File: src/rtl/piso_if.sv
// piso_if: parallel word in, serial bit out, busy/done flags.
// master = word source, slave = shift register.
interface piso_if #(
  parameter int SIZE = 8
);
  logic [SIZE-1:0] data_in;
  logic            load_in;
  logic            r_out;
  logic            busy_out;
  logic            done_out;

  modport master (
    output data_in,
    output load_in,
    input  r_out,
    input  busy_out,
    input  done_out
  );

  modport slave (
    input  data_in,
    input  load_in,
    output r_out,
    output busy_out,
    output done_out
  );
endinterface

File: src/rtl/piso.sv
// piso: SIZE-bit parallel-in/serial-out shifter, MSB first by default.
// Define PISO_LSB_FIRST_EN to shift words out LSB first.
module piso #(
  parameter int SIZE = 8
) (
  input  logic   clk_in,
  input  logic   reset_in,
  piso_if.slave  bus
);
  localparam int CW = $clog2(SIZE) + 1;

  logic [SIZE-1:0] sr_q, sr_d;
  logic [CW-1:0]   cnt_q, cnt_d;
  logic            busy_q, busy_d;
  logic            done_q, done_d;
  logic            r_q, r_d;
  logic            load_ok;
  logic [SIZE-1:0] din;

  assign din = bus.data_in;

  // A reload is allowed on the cycle the last bit is on the wire,
  // which gives gap-free back-to-back words.
  always_comb begin
    sr_d    = sr_q;
    cnt_d   = cnt_q;
    busy_d  = busy_q;
    done_d  = 1'b0;
    r_d     = r_q;
    load_ok = bus.load_in && (!busy_q || cnt_q == '0);
    if (load_ok) begin
      done_d = busy_q;
`ifdef PISO_LSB_FIRST_EN
      r_d    = din[0];
      sr_d   = din >> 1;
`else
      r_d    = din[SIZE-1];
      sr_d   = din << 1;
`endif
      cnt_d  = CW'(SIZE - 1);
      busy_d = 1'b1;
    end else if (busy_q) begin
      if (cnt_q != '0) begin
`ifdef PISO_LSB_FIRST_EN
        r_d  = sr_q[0];
        sr_d = sr_q >> 1;
`else
        r_d  = sr_q[SIZE-1];
        sr_d = sr_q << 1;
`endif
        cnt_d = cnt_q - CW'(1);
      end else begin
        busy_d = 1'b0;
        r_d    = 1'b0;
        done_d = 1'b1;
      end
    end
  end

  // State registers; reset wins over any load on the same edge.
  always_ff @(posedge clk_in) begin
    if (reset_in) begin
      sr_q   <= '0;
      cnt_q  <= '0;
      busy_q <= 1'b0;
      done_q <= 1'b0;
      r_q    <= 1'b0;
    end else begin
      sr_q   <= sr_d;
      cnt_q  <= cnt_d;
      busy_q <= busy_d;
      done_q <= done_d;
      r_q    <= r_d;
    end
  end

  assign bus.r_out    = r_q;
  assign bus.busy_out = busy_q;
  assign bus.done_out = done_q;
endmodule

File: src/flat_wrapper.sv
// flat-port wrapper written by rule: the top's interface ports become plain ports
module piso_flat 
#(
  parameter int SIZE = 8
)
  (clk_in, reset_in, bus_data_in, bus_load_in, bus_r_out, bus_busy_out, bus_done_out);
  piso_if #(.SIZE(SIZE)) bus_i ();
  input  logic clk_in;
  input  logic reset_in;
  input wire logic [$bits(bus_i.data_in)-1:0] bus_data_in;
  input wire logic [$bits(bus_i.load_in)-1:0] bus_load_in;
  output wire logic [$bits(bus_i.r_out)-1:0] bus_r_out;
  output wire logic [$bits(bus_i.busy_out)-1:0] bus_busy_out;
  output wire logic [$bits(bus_i.done_out)-1:0] bus_done_out;
  assign bus_i.data_in = bus_data_in;
  assign bus_i.load_in = bus_load_in;
  assign bus_r_out = bus_i.r_out;
  assign bus_busy_out = bus_i.busy_out;
  assign bus_done_out = bus_i.done_out;
  piso #(.SIZE(SIZE)) u_core (.clk_in(clk_in), .reset_in(reset_in), .bus(bus_i));
endmodule
File: config.mk
export PLATFORM = sky130hd
export DESIGN_NAME = piso_flat
export DESIGN_NICKNAME = d
export VERILOG_FILES = /design/src/rtl/piso_if.sv /design/src/rtl/piso.sv /design/src/flat_wrapper.sv
export SDC_FILE = /design/constraint.sdc
export NUM_CORES = 1
export LEC_CHECK = 0
export BUFFER_PORTS_ARGS = -buffer_cell sky130_fd_sc_hd__clkbuf_2
export CORE_MARGIN = 2
export CORE_UTILIZATION = 29
export DETAILED_ROUTE_END_ITERATION = 10
export GPL_TIMING_DRIVEN = 0
export PLACE_DENSITY_LB_ADDON = 0.15
export SYNTH_ARGS = -nofsm -noshare
export SYNTH_HDL_FRONTEND = slang
export SYNTH_SLANG_ARGS = --single-unit
File: constraint.sdc
create_clock -name clk_in -period 2.3 [get_ports clk_in]
set_clock_uncertainty 0.1 [all_clocks]
set_input_delay 0.345 -clock clk_in [delete_from_list [all_inputs] [get_ports clk_in]]
set_output_delay 0.345 -clock clk_in [all_outputs]
set_load 0.005 [all_outputs]
==> summary.md <==
| Metric | Value |
|---|---|
| Outcome | finished, final reports clean |
| Initial core utilization | 0.304 |
| Pin count of the biggest net entering global routing | 11 |
| Routed wire length | 1.38 mm |
| Netlist cell types | 26 |
| CTS root buffer | clkbuf_4 |
| Met2 Track Usage GR | 0.196 |
| # setup viols final | 0 |
| Inserted Clock Buffers | 3 |
| Routed via count | 571 |
| Worst skew pair latency | 0.28 ns |
| Hold WC Path Type | in2reg |
| Rows | 17 |
| Final period util | 0.764 |
| GR peak layer | met2 |
| Critical path cell sequence | inv_1 > ha_1 > or3b_1 > and2_1 > buf_2 > a211oi_1 |
| GR Util All Layers | 0.124 |
| N_diodes | 0 |
| Final Hold Viols | 0 |
| Final total power | 568 uW |
| Setup Buffers After CTS | 0 |
| RePlAce Congestion | 0.717 |
| Wire length per cell | 11.6 um |
| Data required time of the worst path | 2.40 ns |
| Warnings from Yosys | 0 |
| Top cells by area, synth | dfxtp_1 (42%), a211oi_1 (11%), a221oi_1 (7.9%) |
| Met3 Use GR | 0.0517 |
| Leakage | 0.000327 uW |
| Crit-path max FO | 9 |
| # clock sinks | 14 |
| Largest delay share family, worst path | simple AND/OR/NAND/NOR gates |
| Vias in the first global route | 540 |
| Hold Slack | 0.189 ns |
| Depth of the most critical reg-to-reg path | 6 |
| Critical Path Start Type | flop |
| CTS Buffer Depth | 2 |
| Slew headroom | 0.694 |
| Kind of critical path | reg2reg |
| Hold Crit Depth | 2 |
| Peak supply drop | 0.537 mV |
| Global routing usage on met1 | 0.146 |
| Worst Tran Pin Value | 0.459 ns |
| I/O Pins | 14 |
| Gate Count Post-Synth | 74 |
| Antenna Nets Post-Route | 0 |
| Crit path depth | 6 |
| CTS tree | yes |
| Remaining Overflow, GRT | 0 |
| IO buf count | 13 |
| CP max stage cell | or3b_1 |
| Layout cell share with drive strength beyond 1 | 0.242 |
| Post-CTS sizing | 0 |
| Core footprint | 0.00219 mm^2 |
| First-pass GRT wire length | 2.38 mm |
| Syn_area_per_cell | 9.00 um^2 |
| Synth Cell Area | 666 um^2 |
| Biggest cell delay along the critical path | 0.36 ns |
| Die area | 0.00269 mm^2 |
| Arr. time, crit path | 1.86 ns |
| DRC | 0 |
| Pwr/cell area | 708 mW/mm^2 |
| Vias/cell | 4.80 |
| Die W | 51.9 um |
| Fmax | 569 MHz |
| Crit. End Element | flop |
| Die Span Y | 51.9 um |
| Detail Placement HPWL | 958 um |
| Iter 0 DRT Violations | 10 |
| Hold Buf Count CTS | 0 |
| CTS H-tree depth | 1 |
| Synthesis-to-finish area growth | 20.5% |
| RSZ-0062 raised after global routing | false |
| Syn Nets | 86 |
| Synthesis-stage register bit count | 14 |
| Final Cell Area | 802 um^2 |
| Post-placement cell area | 766 um^2 |
| First-pass iteration count of the detailed router | 4 |
| Post-synth top area cell | dfxtp_1 |
| Post-synthesis sequential area ratio | 0.421 |
| Commonest cells after routing, fill and taps aside | dfxtp_1 (14), clkbuf_2 (13), a211oi_1 (10) |
| Buf/Inv on CP | 2 |
| Share of the synthesized area in the top cell type | 0.421 |
| Clk slew on worst S/H paths | 0.09 ns |
| # nets final | 104 |
| Slew Limit Fails | 0 |
| Max_cap viols | 0 |
| Initial antenna violation count | 0 |
| Clock period minus worst slack | 1.76 ns |
| Most common cell after layout, fill and taps aside | dfxtp_1 |
| Setup TNS Final | 0 ns |
[final cells by class]
cell class	instances	area [um^2]
Fill cell	241	1390
Tap cell	28	35.0
Multi-Input combinational cell	45	322
Buffer	7	33.8
Clock buffer	4	36.3
Sequential cell	14	280
Timing Repair Buffer	13	65.1
Inverter	8	30.0
[report_power, final]
| group | internal, uW | switching [uW] | total [uW] |
|---|---|---|---|
| clock | 96.3 | 82.1 | 178 |
| sequential | 265 | 12.6 | 278 |
| combinational | 54.2 | 57.6 | 112 |
[cell usage after synthesis (all sizes together)]
cell type   n
nand2       1
mux2i       1
clkbuf      3
nor2b       6
o21ai       1
nand3       1
nand3b      1
a221oi      6
nor3        2
or3b        1
buf         4
a21oi       3
dfxtp      14
ha          1
inv         8
or4b        1
o211a       1
and2        1
nor2        3
or3         1
xnor2       1
nand4bb     1
a211oi     10
a31o        1
nand2b      1
[logic make-up after synthesis]
logic type	synth area share
AO/OA/AOI/OAI	0.250
XOR/XNOR	0.0132
adder cells (fa/ha/maj)	0.0188
buffers and inverters	0.0959
flip-flops	0.421
multiplexers	0.0150
AND/OR/NAND/NOR	0.186
[state kept, by name, summed over array words and instances (netlist names)]
name                 flops
u_core.bus.busy_out      1
u_core.bus.r_out         1
u_core.sr_q              7
u_core.bus.done_out      1
u_core.cnt_q             4
[final timing paths]
kind                                startpoint                          end  slack [ns]
hold / removal                        reset_in  u_core.sr_q[2]$_SDFFE_PP0P_        0.19
setup / recovery  u_core.cnt_q[0]$_SDFFE_PP0P_  u_core.sr_q[6]$_SDFFE_PP0P_        0.54
hold reg to reg    u_core.sr_q[2]$_SDFFE_PP0P_  u_core.sr_q[3]$_SDFFE_PP0P_        0.35
setup reg to reg  u_core.cnt_q[0]$_SDFFE_PP0P_  u_core.sr_q[6]$_SDFFE_PP0P_        0.54
[layer usage]
| layer | vias to the layer above | part of all wire |
|---|---|---|
| met5 | - | 0 |
| met2 | 13 | 0.44 |
| met3 | 2 | 0.054 |
| li1 | 301 | - |
| met1 | 255 | 0.49 |
| met4 | 0 | 0.012 |
[through the flow]
step,setup slack [ns],utilization,std cells
6_report,0.543,0.366,119
5_1_grt,0.414,0.366,119
4_1_cts,0.530,0.366,119
3_5_place_dp,0.551,0.350,115
3_3_place_gp,0.546,0.350,115
2_1_floorplan,0.669,-,74
Power figures use the tool's default switching activity.
